**config.mk**
```make
export PLATFORM = sky130hd
export DESIGN_NAME = line_burst_adaptor
export DESIGN_NICKNAME = d
export VERILOG_FILES = /design/src/rtl/line_burst_adaptor.sv
export SDC_FILE = /design/constraint.sdc
export NUM_CORES = 1
export LEC_CHECK = 0
export ABC_AREA = 1
export BUFFER_PORTS_ARGS = -buffer_cell sky130_fd_sc_hd__buf_2
export CORE_AREA = 2 2 275 277
export DETAILED_ROUTE_END_ITERATION = 8
export DIE_AREA = 0 0 277 279
export SLEW_MARGIN = 20
export SYNTH_ARGS = -nofsm -noshare
export SYNTH_HDL_FRONTEND = slang
export SYNTH_SLANG_ARGS = --single-unit
```
**constraint.sdc**
```tcl
create_clock -name clk -period 4 [get_ports clk]
set_input_delay 0.8 -clock clk [delete_from_list [all_inputs] [get_ports clk]]
set_output_delay 0.8 -clock clk [all_outputs]
set_load 0.1 [all_outputs]
```
**src/rtl/line_burst_adaptor.sv**
```systemverilog
// line_burst_adaptor: runs one 256-bit cache line transfer as a 4-beat 64-bit memory burst (optional watchdog: ADAPTOR_TIMEOUT_EN)
module line_burst_adaptor #(
    parameter int BURST_W = 64,
    parameter int BEATS   = 4,
    parameter int TIMEOUT = 255
) (
    input  logic                       clk,
    input  logic                       rst,
    input  logic                       read_i,
    input  logic                       write_i,
    input  logic [31:0]                address_i,
    input  logic [BURST_W*BEATS-1:0]   line_i,
    output logic [BURST_W*BEATS-1:0]   line_o,
    output logic                       resp_o,
    output logic                       error_o,
    output logic [31:0]                address_o,
    output logic                       read_o,
    output logic                       write_o,
    output logic [BURST_W-1:0]         burst_o,
    input  logic [BURST_W-1:0]         burst_i,
    input  logic                       resp_i
);
    localparam int LINE_W = BURST_W * BEATS;
    localparam int CW     = $clog2(BEATS);

    typedef enum logic [1:0] {IDLE, READ, WRITE, DONE} state_t;

    state_t            state, next;
    logic [CW-1:0]     cnt;
    logic [LINE_W-1:0] wbuf;
    logic              busy, last, abort;

    assign busy = (state == READ) || (state == WRITE);
    assign last = resp_i && (cnt == CW'(BEATS - 1));

`ifdef ADAPTOR_TIMEOUT_EN
    logic [7:0] wd;
    logic       err;

    assign abort   = busy && !resp_i && (wd == 8'(TIMEOUT - 1));
    assign error_o = err;

    // watchdog restarts on every beat and on entry, flags an abort into DONE
    always_ff @(posedge clk) begin
        wd  <= (rst || !busy || resp_i) ? 8'd0 : wd + 8'd1;
        err <= !rst && abort;
    end
`else
    assign abort   = 1'b0;
    assign error_o = 1'b0;
`endif

    // state register
    always_ff @(posedge clk) begin
        state <= rst ? IDLE : next;
    end

    // next-state: write wins over read, a burst ends on its last beat or an abort
    always_comb begin
        next = state;
        case (state)
            IDLE:        next = write_i ? WRITE : (read_i ? READ : IDLE);
            READ, WRITE: next = (last || abort) ? DONE : state;
            default:     next = IDLE;
        endcase
    end

    // outputs decoded from state; the write beat is selected by the beat counter
    always_comb begin
        read_o  = state == READ;
        write_o = state == WRITE;
        resp_o  = state == DONE;
        burst_o = (state == WRITE) ? wbuf[cnt*BURST_W +: BURST_W] : '0;
    end

    // request capture, beat counting and fill-line assembly
    always_ff @(posedge clk) begin
        if (rst) begin
            cnt       <= '0;
            line_o    <= '0;
            wbuf      <= '0;
            address_o <= '0;
        end else begin
            if (state == IDLE && (read_i || write_i))
                address_o <= address_i & ~32'h1f;
            if (state == IDLE && write_i)
                wbuf <= line_i;
            if (busy && resp_i)
                cnt <= cnt + 1'b1;
            else if (state == DONE)
                cnt <= '0;
            if (state == READ && resp_i)
                line_o[cnt*BURST_W +: BURST_W] <= burst_i;
        end
    end
endmodule
```
==> results.md, run 1 <==
* Layout area overhead at 27.1%
* Largest net degree at the start of global routing at about 170
* Number of synthesized flops with an enable pin at 0
* CTS tree: built
* Maximum vdd ir drop at 405 uV
* Die area at just under 80,000 sq um
* Area of all placed cells without fillers at ~29,000 sq um
* Post-synthesis sequential area ratio at 48.4%
* Via count at 22,500
* Most frequent cell after synthesis: nor2_1
* Main area contributors after synthesis: dfxtp_1 (48%), nor2_1 (13%), o21ai_0 (10%), a21oi_1 (8.0%), nand2_1 (7.3%)
* Hold Path Class: input pin to flip-flop
* Leak at 12.7 nW
* IO buf count at around 700
* Worst-case clock skew at 0.0267 ns
* Setup violation total in the final timing report at 0
* Cell Int Power at 11.1 mW
* Async set-or-reset flop fraction in the synthesized netlist at 0%
* Post-place setup slack at slightly above 0.8 ns
* Post-Place Cell Area at around 27,000 sq um
* TritonCTS buffer count at 60
* GRT Resource Usage Total at 20.4%
* Via-per-instance ratio at roughly 4.7
* Post-DR wirelength/cell at 17.5 um
* DR pass1 iterations at 6
* Hold_sp: address_i[16]
* Worst Setup End Kind: output port
* Antenna violations before repair at 31
* Die Wd at 277 um
* WP data arrival at about 3 ns
* Total of fill cells in the finished design at 7,918
* Reg2reg setup slack at 0.85 ns
* R2r endpoint: line_o[200]
* Setup bufs post-CTS at 0
* Setup repair after global routing missed its margin: no
* Status: completed
* Number of distinct standard cells referenced by the synthesized netlist at 20
* Share of power burned in registers at 33.8%
* Endpoint, Worst Hold: address_o[16]
* Placer Congestion at 0.879
* Net Switching at 8.53 mW
* Pin slew with the least headroom to its limit at about 1.1 ns
* Leading cell types by count after synthesis: nor2_1 (765), dfxtp_1 (543), o21ai_0 (454)
* Average size of a mapped cell at 7.14 sq um
* Routing usage on met2 at 33.7%
* Effective utilization at floorplan at 30.3%
* Summed negative setup slack over all endpoints at 0 ns
* Number of top-level pins at about 710
* Number of remaining DRC errors at 0
* Req. time, crit path at around 3.2 ns
* Worst-path maximum fanout at 25
* Fraction of the core area covered by cells at the end of the flow at 38.5%
* Count of state elements after synthesis at 543
* Residual antenna-violating net count after detailed routing at 0
* Rel. slew slack at ~29%
* Vias in the first global route at 20,700
* Switching portion of total power at a little over two fifths
* Clock Tree Buf Depth at 3
* M1 GR Usage at 24.9%
* H-Tree Depth at 2
* Area inside the core boundary at approximately 74,000 sq um
* Total number of nets in the final design at between 4,000 and 5,000
* Total wirelength of the detailed-routed design at 82,900 um
* Launching element type of the critical path: flip-flop
* Depth of the worst hold-timing path at 3
* Grt peak-use layer: met2
* CTS sink cnt at ~540
* Clock network latency to the later pin of the worst-skew pair at 0.63 ns
* Gr ovfl total at 0
* CP Class: flip-flop to output port
* Hold violation total from the final report at 0
* Power Density at 688 nW/um^2
* Part of the total power dissipated in combinational logic at 37.8%
* Met3 Use GR at about 5.5%
* Achievable Freq at 0.266 GHz
* Path depth of the worst reg2reg path at 10
* Y dimension of the die at 279 um
* Number of max-capacitance violations reported at 0
* Final-report max-slew violation count at 0
* Clk root buf: clkbuf_16
* Half-perimeter wire length of the detailed placement result at 58,100 um
* Ys flop type: dfxtp_1
* Gate Count Post-Synth at 3,144
* Final worst-path cycle share at 94.0%
* Startpoint of the most critical register-to-register path: cnt[1]
* CTS clock-pin slew for the worst setup and hold paths at 0.06 ns
* Post-synth top area cell: dfxtp_1
* Synthesized cell area at 22,400 sq um
* Global-route wire length before repair at 125,000 um
* Tmin final at 3.76 ns
* Clock share of power at 28.4%
* Number of cell rows at 100
* Fraction of layout instances using a drive strength above 1 at 24.2%
* Cells resized by post-CTS repair at 0
* Share of Yosys cell area claimed by the top area cell type at 48.4%
* CTS Hold Buffers Added at 0
* Yosys warnings at 0
* Number of DRC markers in iteration 0 at 1,565
* Worst setup slack after layout at 0.239 ns
## logic make-up (layout without fill, tap and decap cells)
group | after synthesis | in the layout | synth area share (%)
flip-flops | 543 | 543 | 48.4
AO/OA/AOI/OAI | 843 | 843 | 19.3
other | 1 | 28 | 0.0167
AND/OR/NAND/NOR | 1346 | 1346 | 23.5
buffers and inverters | 401 | 1009 | 8.12
adder cells (fa/ha/maj) | 10 | 10 | 0.558
## flip-flops by register name, summed over array words and instances (netlist names)
name and flops:
address_o 27, cnt 2, line_o 256, state 2
wbuf 256
## cell type report
class / count / area, sq um / area share [%]
well taps: 969 / 1210 / 4.25
diodes: 22 / 55.1 / 0.193
flip-flops and latches: 543 / 10900 / 38.1
clock inverters: 22 / 255 / 0.895
multi-input cells: 2205 / 9800 / 34.3
clock buffers: 85 / 1720 / 6.01
repair buffers: 758 / 4070 / 14.3
inverters: 144 / 553 / 1.94
## worst max-delay path by stage
stage | from | endpoint | slack, ns | depth (start not counted)
detailed placement | cnt[1] | burst_o[46] | 0.81 | 6
finish | cnt[1] | burst_o[46] | 0.24 | 6
global placement | cnt[1] | burst_o[58] | 0.79 | 6
CTS | cnt[1] | burst_o[46] | 0.11 | 6
global route | cnt[1] | burst_o[58] | 0.03 | 6
floorplan | state[0] | burst_o[10] | 0.07 | 5
## per-stage QoR
stage | hold WS (ns) | power, mW | cells
finish | 0.408 | 19.6 | 4748
CTS | 0.356 | 19.8 | 4726
global placement | 0.439 | 14.1 | 4619
detailed placement | 0.444 | 14.2 | 4619
global route | 0.364 | 20.7 | 4742
floorplan | 0.429 | 12.4 | 3149
## power by group through the flow
| stage | clock [mW] | combinational (mW) | sequential (mW) |
|---|---|---|---|
| after floorplan | 0 | 4.50 | 7.94 |
| after global placement | 0 | 7.40 | 6.72 |
| after detailed placement | 0 | 7.42 | 6.75 |
| after CTS | 5.69 | 7.44 | 6.63 |
| after global routing | 5.93 | 8.09 | 6.72 |
| final | 5.57 | 7.42 | 6.63 |
## cells in the final DEF, fill, tap and decap left out
cell and count:
inv_1 135, buf_4 47, clkinv_2 14, a21oi_1 357, nand3_1 129, dfxtp_1 541
clkbuf_1 13, bufinv_16 4, nand2_1 438, inv_4 1, buf_12 10, a21oi_2 32
clkinv_4 1, nor2_2 1, o21ai_0 454, inv_8 1, inv_16 1, nand3_2 2
nor2_1 764, inv_2 6, clkinv_1 1, dfxtp_4 1, nor2_4 8, conb_1 6
diode_2 22, clkbuf_8 12, ha_1 10, inv_6 1, clkinv_16 1, nand2_2 3
buf_6 1, dfxtp_2 1, buf_2 700, clkbuf_16 60, nand2_8 1
## critical path: stages (launching register included)
cell and delay (ns):
dfxtp_2 0.64, inv_2 0.39, buf_4 0.36, nor2_1 0.15, o21ai_0 0.13, a21oi_1 0.18, buf_2 0.45
## metal layers
metal  part of all wire [%]  routed length, um  vias up
li1                       -                  -    11300
met1                     41              34000    10200
met2                     47              38800      775
met3                    8.1               6740      168
met4                    3.8               3170       22
met5                   0.15                122        -
(Power assumes the default switching activity.)
==> inputs of run 2 (changes only) <==
--- a/config.mk
+++ b/config.mk
@@ -11,4 +11,5 @@
 export DETAILED_ROUTE_END_ITERATION = 8
 export DIE_AREA = 0 0 277 279
+export HOLD_SLACK_MARGIN = 0.02
 export SLEW_MARGIN = 20
 export SYNTH_ARGS = -nofsm -noshare
==> constraint.sdc (replaced) <==
create_clock -name clk -period 4 [get_ports clk]
set_input_delay 0.8 -clock clk [delete_from_list [all_inputs] [get_ports clk]]
set_output_delay 0.8 -clock clk [all_outputs]
set_load 0.005 [all_outputs]
==> results.md, run 2 (same netlist as run 1, synthesis figures left out) <==
* Largest net degree at the start of global routing at 203 (+22%)
* Number of top-level pins at 713 (unchanged)
* Commonest cells after routing, fill and taps aside: nor2_1 (764), buf_2 (700), dfxtp_1 (541)
* DR pass1 iterations at 8 (+2)
* Die Wd at 277 um (unchanged)
* Tmin final at 3.42 ns (-0.344 ns)
* Gr ovfl total at 0 (unchanged)
* Effective utilization at floorplan at 30.3% (unchanged)
* Critical Path Most Common Cell: nor2_1
* Leading cell type in the layout, fill and taps excluded: nor2_1
* Largest registers ranked by flip-flop count: line_o (256), wbuf (256), address_o (27)
* Half-perimeter wire length of the detailed placement result at 56,500 um (-2.7%)
* Layout area overhead at 27.2% (about the same)
* Clock Tree Buf Depth at 3 (unchanged)
* Final worst-path cycle share at 85.4% (-8.6 points)
* Residual antenna-violating net count after detailed routing at 0 (unchanged)
* Maximum vdd ir drop at 444 uV (+9.6%)
* Total of fill cells in the finished design at 7,981 (+0.80%)
* Status: completed
* Global-route wire length before repair at 124,000 um (-0.79%)
* Hold Slack at 0.404 ns (-0.00429 ns)
* Total wirelength of the detailed-routed design at 82,300 um (-0.66%)
* Critical path destination: burst_o[54]
* Clk root buf: clkbuf_16
* CTS tree: built
* Hold violation total from the final report at 0 (unchanged)
* Area inside the core boundary at 74,100 sq um (unchanged)
* R2r endpoint: line_o[14]
* Final-report max-slew violation count at 0 (unchanged)
* TritonCTS buffer count at 59 (-1.7%)
* Slowest stage cell, crit path: buf_12
* Worst setup slack after layout at 0.583 ns (+0.344 ns)
* Power Density at 606 nW/um^2 (-12%)
* Number of cell rows at 100 (unchanged)
* Launch point of the worst path: cnt[0]
* Summed negative setup slack over all endpoints at 0 ns (unchanged)
* Total number of nets in the final design at 4,067 (-0.29%)
* CTS Hold Buffers Added at 0 (unchanged)
* Setup bufs post-CTS at 0 (unchanged)
* Vias in the first global route at 20,700 (-0.19%)
* Ordered list of cells on the worst path: buf_12, nor2_1, nor2_1, o21ai_0, a21oi_1, buf_2
* Path depth of the worst reg2reg path at 9 (-1)
* Achievable Freq at 0.293 GHz (+10%)
* Buffers & Inverters on Critical Path at 2 (-1)
* Number of DRC markers in iteration 0 at 1,702 (+8.8%)
* Reg2reg setup slack at 1.29 ns (+0.44 ns)
* Family of cells with the greatest summed delay on the critical path: buffers and inverters
* Placer Congestion at 0.860 (-2.2%)
* Register area at 10,900 sq um (unchanged)
* Fraction of layout instances using a drive strength above 1 at 24.1% (-0.096 points)
* Hold Path Class: input pin to flip-flop
* Worst-path maximum fanout at 177 (+610%)
* Via-per-instance ratio at 4.74 (+0.14%)
* Pin slew with the least headroom to its limit at 0.988 ns (-0.0778 ns)
* Setup violation total in the final timing report at 0 (unchanged)
* Worst-case clock skew at 0.0341 ns (+0.00740 ns)
* Launching element type of the critical path: flip-flop
* Number of stages on the worst setup path at 6 (unchanged)
* Post-Place Cell Area at 26,400 sq um (-0.26%)
* Startpoint of the most critical register-to-register path: cnt[0]
* H-Tree Depth at 2 (unchanged)
* Req. time, crit path at 3.20 ns (about the same)
* Worst path max stage delay at 0.51 ns (-0.13 ns)
* Area of all placed cells without fillers at 28,500 sq um (about the same)
* Number of remaining DRC errors at 0 (unchanged)
* Post-layout instance count excluding filler cells at 4,742 (-0.13%)
* Multi-input gate area in the final layout at 9800 sq um (unchanged)
* Post-place setup slack at 1.17 ns (+0.360 ns)
* Post-DR wirelength/cell at 17.4 um (-0.54%)
* # placed instances at 4,608 (-0.24%)
* CP Class: flip-flop to output port
* Setup repair after global routing missed its margin: no
* Number of max-capacitance violations reported at 0 (unchanged)
* Cells resized by post-CTS repair at 0 (unchanged)
* GRT Resource Usage Total at 20.3% (-0.16 points)
* IO buf count at 701 (unchanged)
* Die area at 77,300 sq um (unchanged)
* Via count at 22,500 (+0.0089%)
* Y dimension of the die at 279 um (unchanged)
* Worst Setup End Kind: output port
* Antenna violations before repair at 38 (+23%)
* WP data arrival at 2.62 ns (-0.34 ns)
* CTS sink cnt at 543 (unchanged)
* Rel. slew slack at 34.1% (+5.2 points)
* Leak at 12.7 nW (-0.34%)
* Clock network latency to the later pin of the worst-skew pair at 0.64 ns (about the same)
* CTS clock-pin slew for the worst setup and hold paths at 0.06 ns (about the same)
[run 2: cell types whose count changed in the layout (fill, tap and decap cells not counted)]
cell	change
diode_2	+4
buf_12	+1
clkinvlp_4	+4
inv_16	-1
clkinv_16	+1
buf_4	-12
inv_4	-1
clkinv_4	+4
inv_6	+1
clkbuf_16	-1
clkinv_2	-5
clkbuf_1	-4
bufinv_16	+1
clkbuf_8	+2
[run 2: layer usage]
layer  global-route usage (%)  part of all wire, %
met1                     24.9                   41
met2                     32.7                   47
met3                     5.44                  7.7
met4                     10.0                  4.1
met5                        0                 0.18
[run 2: metrics by stage]
step                      util, %  total power, mW
after floorplan                 -             10.0
after global placement       35.7             11.7
after detailed placement     35.7             11.7
after CTS                    38.4             17.4
after global routing         38.5             18.4
final                        38.5             17.3
[run 2: how the worst min path moves through the flow]
stage                        startpoint            end  depth (start not counted)
after CTS                 address_i[16]  address_o[16]                          3
after global routing      address_i[22]  address_o[22]                          3
final                     address_i[16]  address_o[16]                          3
after global placement         wbuf[94]       wbuf[94]                          2
after floorplan               wbuf[100]      wbuf[100]                          2
after detailed placement       wbuf[93]       wbuf[93]                          2
[run 2: area by class of cell]
cell class / count / share of cell area, %
sequential: 543 / 38.1
clock buffer: 82 / 5.97
timing repair buffer: 747 / 14.0
antenna: 26 / 0.228
tap: 969 / 4.25
multi-input combinational: 2205 / 34.3
inverter: 144 / 1.94
clock inverter: 26 / 1.18
[run 2: tightest hold or removal path, delay by kind of cell]
| family | cells | cell delay, ns |
|---|---|---|
| and+or+nand+nor | 2 | 0.12 |
| buffers and inverters | 1 | 0.08 |
[run 2: power breakdown]
| part | internal, mW | switching, mW | total, mW |
|---|---|---|---|
| logic | 1.61 | 3.41 | 5.02 |
| clock network | 3.31 | 2.37 | 5.68 |
| registers | 6.23 | 0.362 | 6.59 |
==> inputs of run 3 (changes only) <==
==> constraint.sdc (replaced) <==
create_clock -name clk -period 4 [get_ports clk]
set_input_delay 0.2 -clock clk [delete_from_list [all_inputs] [get_ports clk]]
set_output_delay 0.2 -clock clk [all_outputs]
set_load 0.005 [all_outputs]
==> results.md, run 3 (same netlist as run 1, synthesis figures left out) <==
* Power Density at 550 nW/um^2 (-9.2%)
* GRT Resource Usage Total at 21.4% (+1.1 points)
* Setup bufs post-CTS at 0 (unchanged)
* Clock network latency to the later pin of the worst-skew pair at 0.62 ns (-0.02 ns)
* Number of top-level pins at 713 (unchanged)
* Number of remaining DRC errors at 0 (unchanged)
* Routed length on met3 at 6190 um (-2.2%)
* IO buf count at 701 (unchanged)
* Final worst-path cycle share at 88.3% (+2.9 points)
* Multi-input gate area in the final layout at 9800 sq um (about the same)
* Met2 WL at 40,900 um (+6.5%)
* Number of DRC markers in iteration 0 at 1,879 (+10%)
* TritonCTS buffer count at 60 (+1.7%)
* CTS clock-pin slew for the worst setup and hold paths at 0.06 ns (about the same)
* Global-route wire length before repair at 132,000 um (+6.4%)
* Pin slew with the least headroom to its limit at 0.937 ns (-0.0503 ns)
* Total of fill cells in the finished design at 7,574 (-5.1%)
* Die area at 77,300 sq um (unchanged)
* Leak at 14.1 nW (+11%)
* Area inside the core boundary at 74,100 sq um (unchanged)
* Rel. slew slack at 37.5% (+3.4 points)
* Cell Int Power at 11.3 mW (+1.3%)
* Commonest cells after routing, fill and taps aside: nor2_1 (764), buf_2 (700), dfxtp_1 (541)
* Antenna violations before repair at 13 (-66%)
* Hold Slack at 0.0821 ns (-0.321 ns)
* CTS sink cnt at 543 (unchanged)
* Post-Place Cell Area at 26,400 sq um (-0.29%)
* Highest signal layer in the routed design: met5
* Req. time, crit path at 3.80 ns (+0.60 ns)
* Gr ovfl total at 0 (unchanged)
* Post-DR wirelength/cell at 17.3 um (-0.44%)
* Layout area overhead at 42.0%
* Area of all placed cells without fillers at 31,900 sq um (+12%)
* Die Wd at 277 um (unchanged)
* Worst Setup End Kind: output port
* Largest net degree at the start of global routing at 189 (-6.9%)
* CP Class: flip-flop to output port
* Setup violation total in the final timing report at 0 (unchanged)
* Tmin final at 3.53 ns (+0.116 ns)
* Fraction of layout instances using a drive strength above 1 at 21.9% (-2.2 points)
* Clock share of power at 31.9% (-1.0 points)
* Placer Congestion at 0.864 (+0.48%)
* Switching portion of total power at 35.6% (about the same)
* Hold Path Class: input pin to flip-flop
* WP data arrival at 3.33 ns (+0.71 ns)
* H-Tree Depth at 2 (unchanged)
* Final-report max-slew violation count at 0 (unchanged)
* CTS tree: built
* Wire length on met1 at 36,100 um (+5.9%)
* Launching element type of the critical path: flip-flop
* CTS Hold Buffers Added at 348 (+348)
* Vias in the first global route at 22,700 (+9.7%)
* Total wirelength of the detailed-routed design at 87,700 um (+6.5%)
* Cells resized by post-CTS repair at 0 (unchanged)
* Hold violation total from the final report at 0 (unchanged)
* Net Switching at 6.23 mW (+1.4%)
* Clock Tree Buf Depth at 3 (unchanged)
* Number of cell rows at 100 (unchanged)
* Register area at 10,900 sq um (unchanged)
* Half-perimeter wire length of the detailed placement result at 57,100 um (+1.1%)
* Largest registers ranked by flip-flop count: line_o (256), wbuf (256), address_o (27)
* Worst-case clock skew at 0.0121 ns (-0.0220 ns)
* Effective utilization at floorplan at 30.3% (unchanged)
* Status: completed
* Via count at 24,200 (+7.6%)
* Setup repair after global routing missed its margin: no
* Worst-path maximum fanout at 62 (-65%)
* Via-per-instance ratio at 4.76 (+0.60%)
* Part of the total power dissipated in combinational logic at 30.3% (+1.3 points)
* Summed negative setup slack over all endpoints at 0 ns (unchanged)
* Share of power burned in registers at 37.7% (-0.4 points)
* Total number of nets in the final design at 4,415 (+8.6%)
* DR pass1 iterations at 5 (-3)
* Y dimension of the die at 279 um (unchanged)
* Maximum vdd ir drop at 425 uV (-4.1%)
* Leading cell type in the layout, fill and taps excluded: nor2_1
* Residual antenna-violating net count after detailed routing at 0 (unchanged)
* Clk root buf: clkbuf_16
* Number of max-capacitance violations reported at 0 (unchanged)
* Achievable Freq at 0.283 GHz (-3.3%)
run 3: changes by cell type in the layout (fill, tap and decap cells not counted), moves of 2 or more:
cell           delta
buf_12            -6
clkinvlp_4        -3
clkbuf_8          +2
dlygate4sd3_1   +348
bufinv_16         -2
diode_2          -15
clkbuf_1          +7
clkinv_4          -5
buf_4             +5
run 3: metal layers:
layer  global-route usage (%)  up-vias
li1                         -    12000
met1                     26.1    11000
met2                     35.6      965
met3                     4.42      215
met4                     11.2        4
met5                        0        -
run 3: worst max-delay path, stage by stage, from the launching register on:
cell and delay (ns):
dfxtp_4 0.63, buf_4 0.62, buf_4 0.68, nor2_1 0.11, nor2_1 0.13, o21ai_0 0.15, a21oi_1 0.17, buf_2 0.15
run 3: worst paths after layout:
check,start,depth (start not counted),slack [ns],to
max,cnt[0],7,0.47,burst_o[54]
min,line_i[253],3,0.08,wbuf[253]
max reg2reg,cnt[0],8,1.06,line_o[100]
min reg2reg,wbuf[80],2,0.45,wbuf[80]
run 3: final cells by class:
cell class              instances  area share (%)
diodes                         11          0.0864
clock buffers                  92            5.59
clock inverters                16           0.644
inverters                     144            1.74
multi-input cells            2205            30.8
flip-flops and latches        543            34.1
well taps                     969            3.81
repair buffers               1094            23.2
run 3: power groups by stage:
stage | registers (mW) | logic (mW) | clock network, mW
finish | 6.61 | 5.31 | 5.60
global route | 6.70 | 5.95 | 5.92
CTS | 6.60 | 5.32 | 5.71
detailed placement | 6.72 | 5.02 | 0
global placement | 6.70 | 4.98 | 0
floorplan | 6.64 | 3.40 | 0
run 3: per-stage QoR:
step	power, mW	setup slack [ns]	cells	utilization (%)
final	17.5	0.467	5074	43.0
after detailed placement	11.7	1.03	4607	35.6
after global placement	11.7	0.733	4607	35.6
after global routing	18.6	0.223	5070	43.0
after CTS	17.6	0.442	5063	43.0
after floorplan	10.0	1.94	3149	-
